<file path="config.mk">
export PLATFORM = sky130hd
export DESIGN_NAME = frame_grabber_flat
export DESIGN_NICKNAME = d
export VERILOG_FILES = /design/src/rtl/frame_grabber_if.sv /design/src/rtl/frame_grabber.sv /design/src/flat_wrapper.sv
export SDC_FILE = /design/constraint.sdc
export NUM_CORES = 1
export LEC_CHECK = 0
export CAP_MARGIN = 20
export CORE_AREA = 2 2 92 94
export CTS_CLUSTER_SIZE = 10
export DETAILED_ROUTE_END_ITERATION = 8
export DIE_AREA = 0 0 94 96
export PLACE_DENSITY = 0.68
export SETUP_SLACK_MARGIN = 0.2
export SLEW_MARGIN = 0
export SYNTH_ARGS = -nofsm -noshare
export SYNTH_HDL_FRONTEND = slang
export SYNTH_SLANG_ARGS = --single-unit
export TNS_END_PERCENT = 10
</file>
<file path="constraint.sdc">
create_clock -name pclk -period 2.7 [get_ports pclk]
set_input_delay 0.54 -clock pclk [delete_from_list [all_inputs] [get_ports pclk]]
set_output_delay 0.54 -clock pclk [all_outputs]
set_load 0.02 [all_outputs]
</file>
<file path="src/rtl/frame_grabber_if.sv">
// Camera byte stream into the grabber and the frame-buffer write port out of it.
interface frame_grabber_if #(
    parameter int ADDR_BITS = 15,
    parameter int DATA_BITS = 16
);
    logic                 vsync;
    logic                 href;
    logic [7:0]           din;
    logic                 wr_en;
    logic [ADDR_BITS-1:0] wr_addr;
    logic [DATA_BITS-1:0] wr_data;

    modport master (output vsync, href, din, input wr_en, wr_addr, wr_data);
    modport slave  (input vsync, href, din, output wr_en, wr_addr, wr_data);
endinterface

</file>
<file path="src/rtl/frame_grabber.sv">
// Camera frame grabber: packs 8-bit camera bytes into pixels and writes them
// to a frame buffer at row-aligned addresses, in single-shot or continuous mode.
module frame_grabber #(
    parameter int H_RES         = 160,
    parameter int V_RES         = 120,
    parameter int BYTES_PER_PIX = 2,
    parameter int ADDR_BITS     = 15,
    parameter int CNT_BITS      = 8
) (
    input  logic                pclk,
    input  logic                rst,
    frame_grabber_if.slave      cam,
    input  logic                start,
    input  logic                continuous,
    output logic                busy,
    output logic                frame_done,
    output logic [CNT_BITS-1:0] frame_count,
    output logic                err_line,
    output logic                err_frame
);
    localparam int DATA_BITS = 8 * BYTES_PER_PIX;
    localparam int COL_BITS  = $clog2(H_RES + 2);
    localparam int ROW_BITS  = $clog2(V_RES + 2);

    localparam logic [COL_BITS-1:0]  COL_FULL   = COL_BITS'(H_RES);
    localparam logic [COL_BITS-1:0]  COL_SAT    = COL_BITS'(H_RES + 1);
    localparam logic [ROW_BITS-1:0]  ROW_FULL   = ROW_BITS'(V_RES);
    localparam logic [ROW_BITS-1:0]  ROW_SAT    = ROW_BITS'(V_RES + 1);
    localparam logic [ADDR_BITS-1:0] LINE_STEP  = ADDR_BITS'(H_RES);
    localparam logic                 PHASE_LAST = 1'(BYTES_PER_PIX - 1);

    typedef enum logic [1:0] {IDLE, ARM, SYNC, CAPTURE} state_t;

    state_t               state, next_state;
    logic [COL_BITS-1:0]  col;
    logic [ROW_BITS-1:0]  row, row_after;
    logic [ADDR_BITS-1:0] line_base;
    logic                 byte_phase;
    logic [7:0]           prev_byte;
    logic [DATA_BITS-1:0] pix_word;
    logic                 href_d;
    logic                 cont_latched;
    logic                 accept, enter_sync;
    logic                 line_end, pix_final, frame_end;

    generate
        if (BYTES_PER_PIX == 2) begin : g_two_byte
            assign pix_word = {prev_byte, cam.din};
        end else begin : g_one_byte
            assign pix_word = cam.din;
        end
    endgenerate

    always_ff @(posedge pclk) begin
        if (rst) state <= IDLE;
        else     state <= next_state;
    end

    // row_after is the line count including a line ending this cycle, so a frame
    // end coinciding with an href fall sees the completed line.
    always_comb begin
        next_state = state;
        accept     = 1'b0;
        line_end   = (state == CAPTURE) && href_d && !cam.href;
        pix_final  = (state == CAPTURE) && cam.href && (byte_phase == PHASE_LAST);
        frame_end  = (state == CAPTURE) && cam.vsync;
        row_after  = row;
        if (line_end && row != ROW_SAT) row_after = row + 1'b1;
        case (state)
            IDLE:    if (start) begin
                         next_state = ARM;
                         accept     = 1'b1;
                     end
            ARM:     if (cam.vsync) next_state = SYNC;
            SYNC:    if (!cam.vsync) next_state = CAPTURE;
            CAPTURE: if (cam.vsync) next_state = cont_latched ? SYNC : IDLE;
            default: next_state = IDLE;
        endcase
        enter_sync = (next_state == SYNC) && (state != SYNC);
    end

    always_ff @(posedge pclk) begin
        if (rst) begin
            cam.wr_en    <= 1'b0;
            cam.wr_addr  <= '0;
            cam.wr_data  <= '0;
            busy         <= 1'b0;
            frame_done   <= 1'b0;
            frame_count  <= '0;
            err_line     <= 1'b0;
            err_frame    <= 1'b0;
            col          <= '0;
            row          <= '0;
            line_base    <= '0;
            byte_phase   <= 1'b0;
            prev_byte    <= '0;
            href_d       <= 1'b0;
            cont_latched <= 1'b0;
        end else begin
            href_d     <= cam.href;
            cam.wr_en  <= 1'b0;
            frame_done <= 1'b0;
            busy       <= (next_state != IDLE);
            if (accept) begin
                cont_latched <= continuous;
                err_line     <= 1'b0;
                err_frame    <= 1'b0;
            end
            if (state == CAPTURE) begin
                if (cam.href) begin
                    prev_byte <= cam.din;
                    if (pix_final) begin
                        if (col < COL_FULL && row < ROW_FULL) begin
                            cam.wr_en   <= 1'b1;
                            cam.wr_addr <= line_base + ADDR_BITS'(col);
                            cam.wr_data <= pix_word;
                        end
                        if (col != COL_SAT) col <= col + 1'b1;
                        byte_phase <= 1'b0;
                    end else begin
                        byte_phase <= byte_phase + 1'b1;
                    end
                end else if (line_end) begin
                    if (col != COL_FULL || byte_phase != 1'b0) err_line <= 1'b1;
                    if (row < ROW_FULL) line_base <= line_base + LINE_STEP;
                    row        <= row_after;
                    col        <= '0;
                    byte_phase <= 1'b0;
                end
                if (frame_end) begin
                    frame_done  <= 1'b1;
                    frame_count <= frame_count + 1'b1;
                    if (row_after != ROW_FULL) err_frame <= 1'b1;
                end
            end
            if (enter_sync) begin
                row        <= '0;
                col        <= '0;
                line_base  <= '0;
                byte_phase <= 1'b0;
            end
        end
    end
endmodule

</file>
<file path="src/flat_wrapper.sv">
// flat-port wrapper written by rule: the top's interface ports become plain ports
module frame_grabber_flat 
#(
    parameter int H_RES         = 160,
    parameter int V_RES         = 120,
    parameter int BYTES_PER_PIX = 2,
    parameter int ADDR_BITS     = 15,
    parameter int CNT_BITS      = 8
)
  (pclk, rst, start, continuous, busy, frame_done, frame_count, err_line, err_frame, cam_vsync, cam_href, cam_din, cam_wr_en, cam_wr_addr, cam_wr_data);
  frame_grabber_if #(.ADDR_BITS(ADDR_BITS), .DATA_BITS((16))) cam_i ();
  input  logic pclk;
  input  logic rst;
  input  logic start;
  input  logic continuous;
  output logic busy;
  output logic frame_done;
  output logic [CNT_BITS-1:0] frame_count;
  output logic err_line;
  output logic err_frame;
  input wire logic [$bits(cam_i.vsync)-1:0] cam_vsync;
  input wire logic [$bits(cam_i.href)-1:0] cam_href;
  input wire logic [$bits(cam_i.din)-1:0] cam_din;
  output wire logic [$bits(cam_i.wr_en)-1:0] cam_wr_en;
  output wire logic [$bits(cam_i.wr_addr)-1:0] cam_wr_addr;
  output wire logic [$bits(cam_i.wr_data)-1:0] cam_wr_data;
  assign cam_i.vsync = cam_vsync;
  assign cam_i.href = cam_href;
  assign cam_i.din = cam_din;
  assign cam_wr_en = cam_i.wr_en;
  assign cam_wr_addr = cam_i.wr_addr;
  assign cam_wr_data = cam_i.wr_data;
  frame_grabber #(.H_RES(H_RES), .V_RES(V_RES), .BYTES_PER_PIX(BYTES_PER_PIX), .ADDR_BITS(ADDR_BITS), .CNT_BITS(CNT_BITS)) u_core (.pclk(pclk), .rst(rst), .cam(cam_i), .start(start), .continuous(continuous), .busy(busy), .frame_done(frame_done), .frame_count(frame_count), .err_line(err_line), .err_frame(err_frame));
endmodule
</file>
After elaboration in Yosys (flattened, before gate mapping) --
Cells that the tools add are included.
Word-level totals: flip-flop bits (word level) 87, logic and storage cells 88, input port bits 14
Operators by class: $add $sub $neg 6, bitwise operators 3, equal/unequal tests 11, order comparisons 2, reduce and logical (&&, ||, !) cells 23, muxes and demuxes 27
Operators by type and width (count):
- 8-bit 2-to-1 mux | 4
- 8-bit by 1-bit adder with 8-bit output (second input constant) | 2
- 1-bit 2-to-1 mux | 16
- 8-bit != test (second input constant) | 2
- 15-bit by 8-bit adder with 15-bit output | 1
- 15-bit by 8-bit adder with 15-bit output (second input constant) | 1
- 7-bit != test (second input constant) | 2
- 4-bit AND reduction | 3
- 2-bit 2-to-1 mux | 5
- 1-bit logical AND | 8
- 8-bit < comparator (second input constant) | 1
- 2-bit case mux with 4 select lines | 1
- 7-bit by 1-bit adder with 7-bit output (second input constant) | 1
- 7-bit < comparator (second input constant) | 1
- 7-bit 2-to-1 mux | 1
- 2-bit == test (second input constant) | 3
- 2-bit AND reduction | 3
- 2-bit by 1-bit != test with 1-bit output (second input constant) | 2
- 2-bit nonzero test | 2
- 2-bit OR reduction | 2
- 4-bit OR reduction | 1
- 1-bit inverter | 3
- 3-bit AND reduction | 1
- 2-bit by 1-bit == test with 1-bit output (second input constant) | 1
- 5 further kinds | 5

Longest topological paths before layout --
Gate-level depths: netlist of run 1.
depth in word-level cells 9, depth in mapped cells 8

Least setup slack after synthesis of run 1 --
Ideal clock, no wire load.
kind register to register, start point reg u_core.row[3], end point reg u_core.err_frame, stages on the path, launching flop included 7, arrival 1.876 ns, path buffers 1, setup slack 0.707 ns, period minus slack after synthesis 1.993 ns, data required time 2.583 ns, path through dfxtp_1 -> clkbuf_1 -> nand4_1 -> o31a_4 -> mux2i_1 -> or4_1 -> a32o_1
On the way: longest elaborated chain between the ends 7
RTL lines:
- start, declared | line frame_grabber.sv:36 | logic [ROW_BITS-1:0] row, row_after;
- start signal, assigned | line frame_grabber.sv:126 | row <= row_after;
- parallel branches: the longest is 2 deep, another holds 7-bit by 1-bit adder with 7-bit output
- 7-bit 2-to-1 mux * | line frame_grabber.sv:68 | if (line_end && row != ROW_SAT) row_after = row + 1'b1;
- 7-bit != test * | line frame_grabber.sv:133 | if (row_after != ROW_FULL) err_frame <= 1'b1;
- 1-bit 2-to-1 mux * | line frame_grabber.sv:133
- 1-bit 2-to-1 mux * | line frame_grabber.sv:130 | if (frame_end) begin
- 1-bit 2-to-1 mux * | line frame_grabber.sv:109 | if (state == CAPTURE) begin
- end signal, assigned | line frame_grabber.sv:91 | err_frame <= 1'b0;
- end signal, assigned | line frame_grabber.sv:107 | err_frame <= 1'b0;
- end signal, assigned | line frame_grabber.sv:133
- end, declared | line frame_grabber.sv:19 | output logic err_frame
Every way passes the cells marked *. A chain may end at the register's enable or synchronous reset.

Worst setup path after layout of run 1 --
start point reg u_core.row[0], end point reg u_core.err_frame
Same word-level chain as after synthesis.

==> impl_metrics.csv, run 1 <==
group,metric,value,unit
cells_and_area,final_util,54.70,%
drt,wirelength,7567,um
synth,yosys.area.top_type,"dfxtp_1",
worst_setup_path,worst_ep_required_time,2.96,ns
die,start_util,44.02,%
synth,async_flop_share,0,%
die,io_pins,58,
clock_tree,postCtsSetupBuffers,0,
global_routing,antenna_found_initial,0,
sta,finalCriticalPeriod,2.227,ns
drt,antenna_left,0,
global_routing,grt_first_pass_wirelength,12850,um
global_routing,grt_pass1_vias,2831,
worst_setup_path,critPathMaxFanout,10,
drt,routedWlPerCell,12.85,um
synth,syn-mean-instance-area,8.321,sq um
place,gp_congestion,0.8157,
synth,netlist_area,3545,sq um
clock_tree,path_clk_slew,0.09,ns
clock_tree,clockBufferDepth,2,
sta,finalCritPeriodShare,82.49,%
clock_tree,cts_sinks,82,
sta,slew_violations,0,
place,port_buffers,57,
synth,yosys_register_bits,82,
worst_hold_path,holdCritPathClass,"register to register",
worst_setup_path,ff2ff_path_depth,6,
synth,synthTopCellsByArea,"dfxtp_1 (46%), nand2_1 (8.9%), a21oi_1 (6.6%)",
synth,synth_commonest_cells,"nand2_1 (84), dfxtp_1 (82), nor2_1 (52), a21oi_1 (47), clkbuf_1 (21)",
global_routing,grt_max_degree,41,
sta,max_freq,449.0,MHz
synth,post-synth-top-count-cell,"nand2_1",
worst_setup_path,rr_endpoint,"u_core.err_frame",
synth,synthFlopType,"dfxtp_1",
drt,firstDrtPassIters,4,
clock_tree,cts.repair.resized,0,
sta,relSlewSlack,70.79,%
flow_run,drv_cap,0,
worst_setup_path,startpoint_type,"register",
cells_and_area,antenna_cells,0,
worst_setup_path,crit_arrival,2.49,ns
cells_and_area,drive_gt1_share,7.025,%
synth,synth_cells,426,
power,p_per_area,485.6,nW/um^2
synth,synth-warning-count,0,
drt,drc,0,
worst_setup_path,reg2reg_slack,0.47,ns
cells_and_area,area_growth,24.25,%
global_routing,overflow,0,
worst_setup_path,critPathKind,"register to register",
synth,synth_edf_count,0,
clock_tree,cts_hold_buf,0,
clock_tree,root_buffer,"clkbuf_8",
worst_hold_path,hold_depth,2,
drt,routed-via-count,3003,
drt,detail_route.vias_per_cell,5.098,
synth,synth_fp_nets,451,
global_routing,grtUsageTotal,17.83,%
die,num_rows,33,
die,die_w,94,um
synth,ys_seq_area_share,46.31,%
cells_and_area,fillers,776,
sta,fin_worst_skew,0.01267,ns
sta,final_hold_viol_count,0,
clock_tree,cts_buffers,9,
place,pre_cts_slack,0.1442,ns
worst_setup_path,endpoint_kind,"register",
worst_hold_path,hp-start,"u_core.cam.wr_data[1]",
cells_and_area,multiInputGateArea,1774,sq um
sta,rsz0062_at_grt,"false",
worst_hold_path,min_to,"u_core.cam.wr_data[1]",
drt,drtIter0Drc,125,
die,die_h,96,um
die,coreArea,8051,sq um
power,p_leak,1.538,nW
clock_tree,htree_levels,3,
synth,ys_types,42,
synth,synth_top_area_share,46.31,%
outcome,status,"finished clean",
power,peakVddDrop,243.6,uV
sta,setup_ws,0.4728,ns
place,dpl.hpwl,5433,um
die,die_area,9024,sq um
cells_and_area,seqCellArea,1642,sq um
sta,setup_violations,0,
cells_and_area,layout.nets,504,
clock_tree,cts_tree,"built",
sta,fin_tns_setup,0,ns
worst_setup_path,r2r-start,"u_core.row[0]",
clock_tree,insertion_delay,0.36,ns
sta,worst-slew-pin-transition,0.4323,ns
sta,hold_ws,0.4560,ns
## final cells by class
class	count	share of cell area, %
Timing Repair Buffer	68	14.72
Multi-Input combinational cell	312	40.28
Clock buffer	10	3.125
Clock inverter	6	1.108
Inverter	6	0.5114
Tap cell	105	2.983
Sequential cell	82	37.27
## registers in the layout, indices dropped and copies added, names as in the netlist, 2 cells and up
| signal | flops |
|---|---|
| u_core.line_base | 10 |
| u_core.row | 7 |
| u_core.state | 2 |
| u_core.cam.wr_addr | 15 |
| u_core.col | 8 |
| u_core.cam.wr_data | 16 |
| u_core.frame_count | 8 |
| u_core.prev_byte | 8 |
## critical path, cell delays in order (launching register included)
cell and delay [ns]:
dfxtp_1 0.52, ha_1 0.34, and3_1 0.24, nand4_2 0.11
xor2_1 0.17, or4_1 0.53, a32o_1 0.22
## metal layers
layer  GRT usage [%]  vias to the layer above  routed length [um]
met5               0                        -                   0
met4           6.039                        0                 105
met3           4.777                       10                 333
met2           29.40                       61                3477
met1           22.71                     1381                3650
li1                -                     1551                   -
## per-stage QoR
step                      total power (W)  cell area [sq um]  instances
after global placement           0.001332               4218        573
after CTS                        0.002167               4404        589
after floorplan                  0.001294               3545        426
after detailed placement         0.001333               4218        573
final                            0.002139               4404        589
after global routing             0.002224               4404        589
## how the worst max path moves through the flow
stage	from	slack [ns]	to	cells after the start
floorplan	u_core.row[3]	0.71	u_core.err_frame	6
global placement	cam_href	0.17	u_core.err_frame	7
detailed placement	cam_href	0.14	u_core.err_frame	7
CTS	u_core.row[0]	0.47	u_core.err_frame	6
global route	u_core.row[0]	0.40	u_core.err_frame	6
finish	u_core.row[0]	0.47	u_core.err_frame	6
## kinds of logic (layout without fill, tap and decap cells)
logic type      Yosys count  in the layout  synth area share, %
flops                    82             82                46.31
simple gates            189            189                23.86
fa+ha+maj                11             11                4.095
compound gates           75             75                12.78
xor+xnor                 34             34                8.401
buf+inv                  32             90                3.706
mux                       3              3               0.8472
## where the power goes
group	leakage (nW)	total (W)	internal (W)	switching, W
combinational	0.791	0.0000795	0.0000333	0.0000461
clock	0.0855	0.000835	0.000367	0.000469
sequential	0.661	0.00122	0.00122	0.00000797
## cell usage in the layout, fill, tap and decap left out, types with 9 or more instances in the layout
cell	instances
ha_1	10
nor2_1	51
clkbuf_8	10
clkdlybuf4s50_1	56
xor2_1	20
a21oi_1	47
nand2_1	84
nand3_1	9
a211oi_1	9
dfxtp_1	82
xnor2_1	14
buf_4	11
Power figures use the tool's default switching activity.
==> run 2: changes to the inputs <==
clock period = 2.2 ns   (was 2.7 ns; I/O delays follow)
==> run 2 against run 1 <==
  * Routed wire length is 1.7% higher
  * Non-clock buffer count is 7 higher
  * Critical endpoint unchanged
  * Sequential share of layout area fell by 0.82 points
  * Maximum frequency up 15%
  * Cell count rose by 1.2%
  * Die area unchanged
==> impl_metrics.csv, run 2 (synthesis gave the netlist of run 1 again) <==
group,metric,value,unit
clock_tree,cts_buffers,9,
power,p_per_area,580.0,nW/um^2
die,start_util,44.02,%
cells_and_area,instances_no_fill,596,
worst_setup_path,worst_ep_required_time,2.45,ns
worst_setup_path,endpoint_kind,"register",
global_routing,grt_pass1_vias,2759,
worst_hold_path,hold_depth,2,
drt,wirelength,7693,um
sta,max_freq,517.1,MHz
place,placed_cells,580,
die,io_pins,58,
sta,fin_worst_skew,0.01239,ns
flow_run,drv_cap,0,
worst_setup_path,critPathKind,"register to register",
global_routing,grt_first_pass_wirelength,12570,um
drt,detail_route.vias_per_cell,5.124,
power,peakVddDrop,294.6,uV
worst_setup_path,critPathMaxFanout,7,
global_routing,antenna_found_initial,0,
place,dpl.hpwl,5468,um
cells_and_area,layout.nets,511,
place,gp_congestion,0.9006,
place,placed_area,4283,sq um
place,port_buffers,57,
power,power,0.002617,W
worst_setup_path,startpoint_type,"register",
cells_and_area,most-common-layout-cells,"nand2_1 (84), dfxtp_1 (79), clkdlybuf4s50_1 (55)",
clock_tree,clockBufferDepth,2,
sta,setup_ws,0.2662,ns
cells_and_area,area_growth,27.32,%
worst_setup_path,ff2ff_path_depth,6,
drt,routed-via-count,3054,
cells_and_area,largest_register,"u_core.cam.wr_data",
global_routing,overflow,0,
sta,finalCriticalPeriod,1.934,ns
cells_and_area,final_area,4513,sq um
sta,worst-slew-pin-transition,0.4081,ns
die,coreArea,8051,sq um
clock_tree,root_buffer,"clkbuf_8",
cells_and_area,antenna_cells,0,
die,die_h,96,um
clock_tree,insertion_delay,0.35,ns
cells_and_area,final_common_cell,"nand2_1",
cells_and_area,top_regs,"u_core.cam.wr_data: 16 flops, u_core.cam.wr_addr: 15 flops, u_core.line_base: 10 flops",
die,num_rows,33,
drt,firstDrtPassIters,4,
global_routing,grtUsageTotal,17.62,%
global_routing,grt_max_degree,43,
drt,routedWlPerCell,12.91,um
sta,slew_violations,0,
clock_tree,path_clk_slew,0.09,ns
sta,relSlewSlack,72.54,%
clock_tree,cts_sinks,82,
die,die_area,9024,sq um
cells_and_area,fillers,753,
sta,finalCritPeriodShare,87.90,%
worst_hold_path,holdCritPathClass,"primary input to register",
drt,drc,0,
drt,antenna_left,0,
power,p_leak,1.594,nW
clock_tree,postCtsSetupBuffers,0,
drt,drtIter0Drc,101,
sta,rsz0062_at_grt,"true",
sta,setup_violations,0,
clock_tree,cts_tree,"built",
clock_tree,htree_levels,3,
die,die_w,94,um
outcome,status,"finished clean",
place,pre_cts_slack,-0.1954,ns
cells_and_area,largest_reg_flops,16,
cells_and_area,drive_gt1_share,9.980,%
worst_setup_path,crit_arrival,2.19,ns
sta,final_hold_viol_count,0,
[run 2: cell count changes in the layout (fill, tap and decap cells not counted), moves of 2 or more]
| cell | previous run | this run |
|---|---|---|
| buf_4 | 11 | 17 |
| dfxtp_1 | 82 | 79 |
| dfxtp_2 | 0 | 3 |
| ha_1 | 10 | 8 |
[run 2: per-layer routing]
| layer | track usage (%) | share of wire [%] |
|---|---|---|
| met1 | 22.24 | 48 |
| met2 | 29.40 | 46 |
| met3 | 3.759 | 4.0 |
| met4 | 7.246 | 1.1 |
| met5 | 0 | 0 |
[run 2: worst paths after layout]
path,start,to,slack (ns)
hold / removal,rst,u_core.frame_count[5],0.44
hold reg to reg,u_core.cam.wr_data[2],u_core.cam.wr_data[2],0.46
setup / recovery,u_core.row[0],u_core.err_frame,0.27
setup reg to reg,u_core.row[0],u_core.err_frame,0.27
[run 2: report_power, final]
group | internal [W] | switching [W]
combinational | 0.0000431 | 0.0000593
sequential | 0.00149 | 0.00000837
clock | 0.000450 | 0.000564
total | 0.00199 | 0.000632
[run 2: what timing repair did]
action,4_1_cts,5_1_grt
cloned,0,0
hold buffers,0,0
resized for setup,4,8
setup endpoints to repair,1,4
[run 2: cell type report]
type                            count  area (sq um)  area share [%]
Tap cell                          105         131.4           2.911
Multi-Input combinational cell    312          1812           40.14
Timing Repair Buffer               75         715.7           15.86
Clock inverter                      6         48.80           1.081
Inverter                            6         22.52          0.4990
Sequential cell                    82          1645           36.46
Clock buffer                       10         137.6           3.050
[run 2: through the flow]
stage / TNS [ns] / utilization (%) / hold slack (ns)
final: 0 / 56.05 / 0.4444
after global routing: 0 / 56.05 / 0.4547
after CTS: 0 / 55.70 / 0.4427
after detailed placement: -0.2213 / 53.19 / 0.4470
after global placement: -0.1769 / 53.19 / 0.4406
after floorplan: 0 / - / 0.4321
[run 2: critical path: stages, from the launching register on]
cell     delay [ns]
dfxtp_2        0.39
ha_4           0.18
and3_1         0.24
nand4_4        0.12
xor2_2         0.17
or4_1          0.52
a32o_1         0.22
==> edit 1, RTL diff (config.mk and constraints of run 2) <==
`ADDR_BITS` is set to 15 in 3 places; all go to 13.
--- a/src/rtl/frame_grabber_if.sv
+++ b/src/rtl/frame_grabber_if.sv
@@ -1,5 +1,5 @@
 // Camera byte stream into the grabber and the frame-buffer write port out of it.
 interface frame_grabber_if #(
-    parameter int ADDR_BITS = 15,
+    parameter int ADDR_BITS = 13,
     parameter int DATA_BITS = 16
 );
--- a/src/rtl/frame_grabber.sv
+++ b/src/rtl/frame_grabber.sv
@@ -5,5 +5,5 @@
     parameter int V_RES         = 120,
     parameter int BYTES_PER_PIX = 2,
-    parameter int ADDR_BITS     = 15,
+    parameter int ADDR_BITS     = 13,
     parameter int CNT_BITS      = 8
 ) (
--- a/src/flat_wrapper.sv
+++ b/src/flat_wrapper.sv
@@ -5,5 +5,5 @@
     parameter int V_RES         = 120,
     parameter int BYTES_PER_PIX = 2,
-    parameter int ADDR_BITS     = 15,
+    parameter int ADDR_BITS     = 13,
     parameter int CNT_BITS      = 8
 )
Interface: changed (resized cam_wr_addr); port bits go from 58 to 56. The function was not compared with the original's and may differ.
==> edit 1 against run 2 <==
Cell area down 6.4%; wire length fell by 4.9%; highest routed layer unchanged; sequential power decreased by 5%; hold slack improved by 0.0071 ns; area after synthesis is 6.5% lower; core utilization shrank 3.6 points; worst setup slack better by 0.0044 ns; total power fell by 1.8%; sequential cell count down 4; final cell count decreased by 4.7%.
==> edit 1: results (changes against run 2) <==
CP max stage delay=0.45 ns (-0.07 ns); worst-path fanout max=6 (-1); Hold Crit Class=register to register; dpl hpwl=5210 um (-4.7%); outcome=completed; Clock buf/inv share=4.47% (+0.34 points); GR Util met2=29.3% (-0.060 points); first-pass GRT wire length=12000 um (-4.6%); met1 WL=3400 um (-8.9%); DR pass1 iterations=5 (+1); met1 GRT Util=20.4% (-1.8 points); comb pwr=107 uW (+5%); met2 routed WL=3550 um (-0.62%); P_sw=583 uW (-7.7%); Synth Area in Compound Gates=12.7% (-0.089 points); largest net degree at the start of global routing=36 (-16%); number of fill cells=774 (+2.8%); Worst path slowest cell=and4b_1; P_seq=1430 uW (-5%); Initial DRC Count=116 (+15%); sequential share of the synthesized area=47.1% (+0.82 points); Setup crit start=cam_href; vias in the first global route=2648 (-4.0%); syn nets=423 (-6.2%); reg2reg start=u_core.line_base[5]; Rel. slew slack=72.6% (about the same); RR Endpoint=u_core.cam.wr_addr[11]; Yosys cell types=39 (-7.1%); mux contribution to synthesized area=0% (-0.85 points); top area cells in the synthesized netlist=dfxtp_1, nand2_1, a21oi_1; GR Util All Layers=16.9% (-0.72 points); total leakage power=0.00145 uW (-8.8%); WL/cell=12.9 um (-0.25%); Clock Sinks=78 (-4.9%); non-clock inverter count=8 (+2); worst setup margin=0.271 ns (+0.00438 ns); Commonest cells post-synth=nand2_1, dfxtp_1, a21oi_1
edit 1: cell types whose count changed after synthesis, sizes merged, moves of 4 or more:
cell	change
clkbuf	-7
nand4	+4
o21ai	+7
xor2	-5
nor2	-12
dfxtp	-4
or3	+5
a211oi	-6
edit 1: timing repair:
action,in CTS,in global routing
hold endpoints to repair,0,0
gates resized for setup,4,2
setup endpoints to repair,1,1
edit 1: per-stage QoR:
| step | hold WS (ns) | instances | instance area (um^2) | utilization [%] |
|---|---|---|---|---|
| after floorplan | 0.432 | 398 | 3310 | - |
| final | 0.452 | 568 | 4220 | 52.5 |
| after global routing | 0.472 | 568 | 4220 | 52.5 |
| after global placement | 0.440 | 552 | 4020 | 50.0 |
| after CTS | 0.453 | 568 | 4220 | 52.4 |
| after detailed placement | 0.441 | 552 | 4020 | 50.0 |
==> edit 2, RTL diff (settings of run 2) <==
Made on the original files. Add an input register stage for `start` and `continuous`, with the module's reset; this delays them by one clock. The other inputs are not delayed to match.
--- a/src/rtl/frame_grabber.sv
+++ b/src/rtl/frame_grabber.sv
@@ -31,4 +31,17 @@
 
     typedef enum logic [1:0] {IDLE, ARM, SYNC, CAPTURE} state_t;
+
+    logic start_q;
+    logic continuous_q;
+
+    always_ff @(posedge pclk) begin
+        if (rst) begin
+            start_q      <= '0;
+            continuous_q <= '0;
+        end else begin
+            start_q      <= start;
+            continuous_q <= continuous;
+        end
+    end
 
     state_t               state, next_state;
@@ -68,5 +81,5 @@
         if (line_end && row != ROW_SAT) row_after = row + 1'b1;
         case (state)
-            IDLE:    if (start) begin
+            IDLE:    if (start_q) begin
                          next_state = ARM;
                          accept     = 1'b1;
@@ -103,5 +116,5 @@
             busy       <= (next_state != IDLE);
             if (accept) begin
-                cont_latched <= continuous;
+                cont_latched <= continuous_q;
                 err_line     <= 1'b0;
                 err_frame    <= 1'b0;
Formal check against the unedited RTL: not equivalent (a bounded check fails within 4 cycles, from zero or initial values and one cycle with rst high).
==> edit 2 against run 2 <==
Sequential cell count rose by 2; area after synthesis rose by 0.11%; worst setup slack barely moved; cell area rose by 0.11%; wire length fell by 7.2%; hold slack improved by 0.0059 ns; critical path depth fell by 1; total power rose by 13%; critical endpoint unchanged.
==> edit 2: results (changes against run 2) <==
share of cells above drive strength 1=8.64% (-1.3 points); Worst path slowest cell=clkdlybuf4s50_1; final wirelength=7140 um (-7.2%); number of fill cells=771 (+2.4%); dpl hpwl=5140 um (-5.9%); Crit path max-delay family=simple AND/OR/NAND/NOR gates; placed cell areas=0.00427 mm^2 (-0.32%); Post-CTS Setup Inserts=0 (unchanged); Initial DRC Count=107 (+5.9%); largest net degree at the start of global routing=35 (-19%); Yosys cell types=40 (-4.8%); top area cells in the synthesized netlist=dfxtp_1, nand2_1, a21oi_1; clock skew=0.0102 ns (-0.00223 ns); CP max stage delay=0.43 ns (-0.09 ns); drt drc=0 (unchanged); Inst Count DP=575 (-0.86%); Hold Crit Class=register to register; sequential share of the synthesized area=47.4% (+1.1 points); met1 WL=3340 um (-10%); first-pass GRT wire length=12300 um (-2.1%); outcome=completed; VDD IR max=297 uV (+0.82%); NumNets Final=506 (-0.98%); Clk Latency, worst-skew pair=0.35 ns (about the same); Commonest cells post-synth=dfxtp_1, nand2_1, nor2_1; total leakage power=0.00159 uW (about the same); Synth Flop Type=dfxtp_1; syn nets=445 (-1.3%); worst-path fanout max=6 (-1); pre-CTS WS=-0.133 ns (+0.0620 ns); met2 routed WL=3450 um (-3.5%); biggest regs=u_core.cam.wr_data x16, u_core.cam.wr_addr x15, u_core.line_base x10; Post-CTS Resized=0 (-4); critical path arrival=2.17 ns (-0.02 ns); Via density=5.03 (-1.9%); IO buf count=57 (unchanged); clock-pin slew on the worst setup and hold paths=0.09 ns (about the same); Syn Inst Count=420 (-1.4%); Rel. slew slack=68.8% (-3.8 points); Synth Warn #=0 (unchanged); GR Util All Layers=17.0% (-0.61 points); WL/cell=12.1 um (-6.4%); RePlAce Congestion=0.783 (-13%); antenna violations before repair=0 (unchanged); vias in the first global route=2809 (+1.8%); DR WL met3=264 um (-13%)
==> edit 2: cell count changes in the layout (fill, tap and decap cells not counted), moves of 2 or more <==
cell and delta:
a21o_1 +2, nand4_1 +5, dfxtp_1 +4, dfxtp_2 -2, mux2i_1 -2, nor2b_1 +3
nand2_1 -3, nor3_1 -3, o21ai_0 +2, bufinv_16 +3, xnor2_1 +3, ha_1 +2
==> edit 2: metal layers <==
layer	vias up	global-route usage, %
met5	-	0
met4	0	5.92
met3	10	4.23
met2	43	30.1
met1	1372	20.1
li1	1546	-
==> edit 2: final timing paths <==
check	start	end	slack [ns]	cells past startpoint
worst max-delay path	cam_href	u_core.err_frame	0.27	5
worst min-delay path	u_core.prev_byte[6]	u_core.cam.wr_data[14]	0.45	2
worst max register to register	u_core.row[0]	u_core.err_frame	0.36	6
worst min register to register	u_core.prev_byte[6]	u_core.cam.wr_data[14]	0.45	2
==> edit 2: cell families after synthesis <==
| group | Yosys count | share of synthesized area, % |
|---|---|---|
| xor+xnor | 35 | 8.64 |
| fa+ha+maj | 11 | 4.09 |
| buf+inv | 29 | 3.53 |
| mux | 2 | 0.599 |
| flops | 84 | 47.4 |
| simple gates | 184 | 23.3 |
| compound gates | 75 | 12.4 |
==> edit 2: where the power goes <==
part,leakage [uW],switching (uW),internal (uW)
clock network,0.000116,561,761
registers,0.000678,3.93,1530
logic,0.000799,52.2,39.2
total,0.00159,617,2330
==> edit 2: worst min-delay path: cells and delay by family (launching register included) <==
family          cells  cell delay, ns
flops               1            0.32
simple gates        1            0.05
compound gates      1            0.05
==> edit 2: final cells by class <==
cell class	count	area [um^2]	share of cell area, %
clock inverters	7	123	2.71
clock buffers	9	124	2.74
well taps	105	131	2.91
flip-flops and latches	84	1680	37.2
multi-input cells	307	1750	38.6
repair buffers	74	693	15.3
inverters	5	18.8	0.415
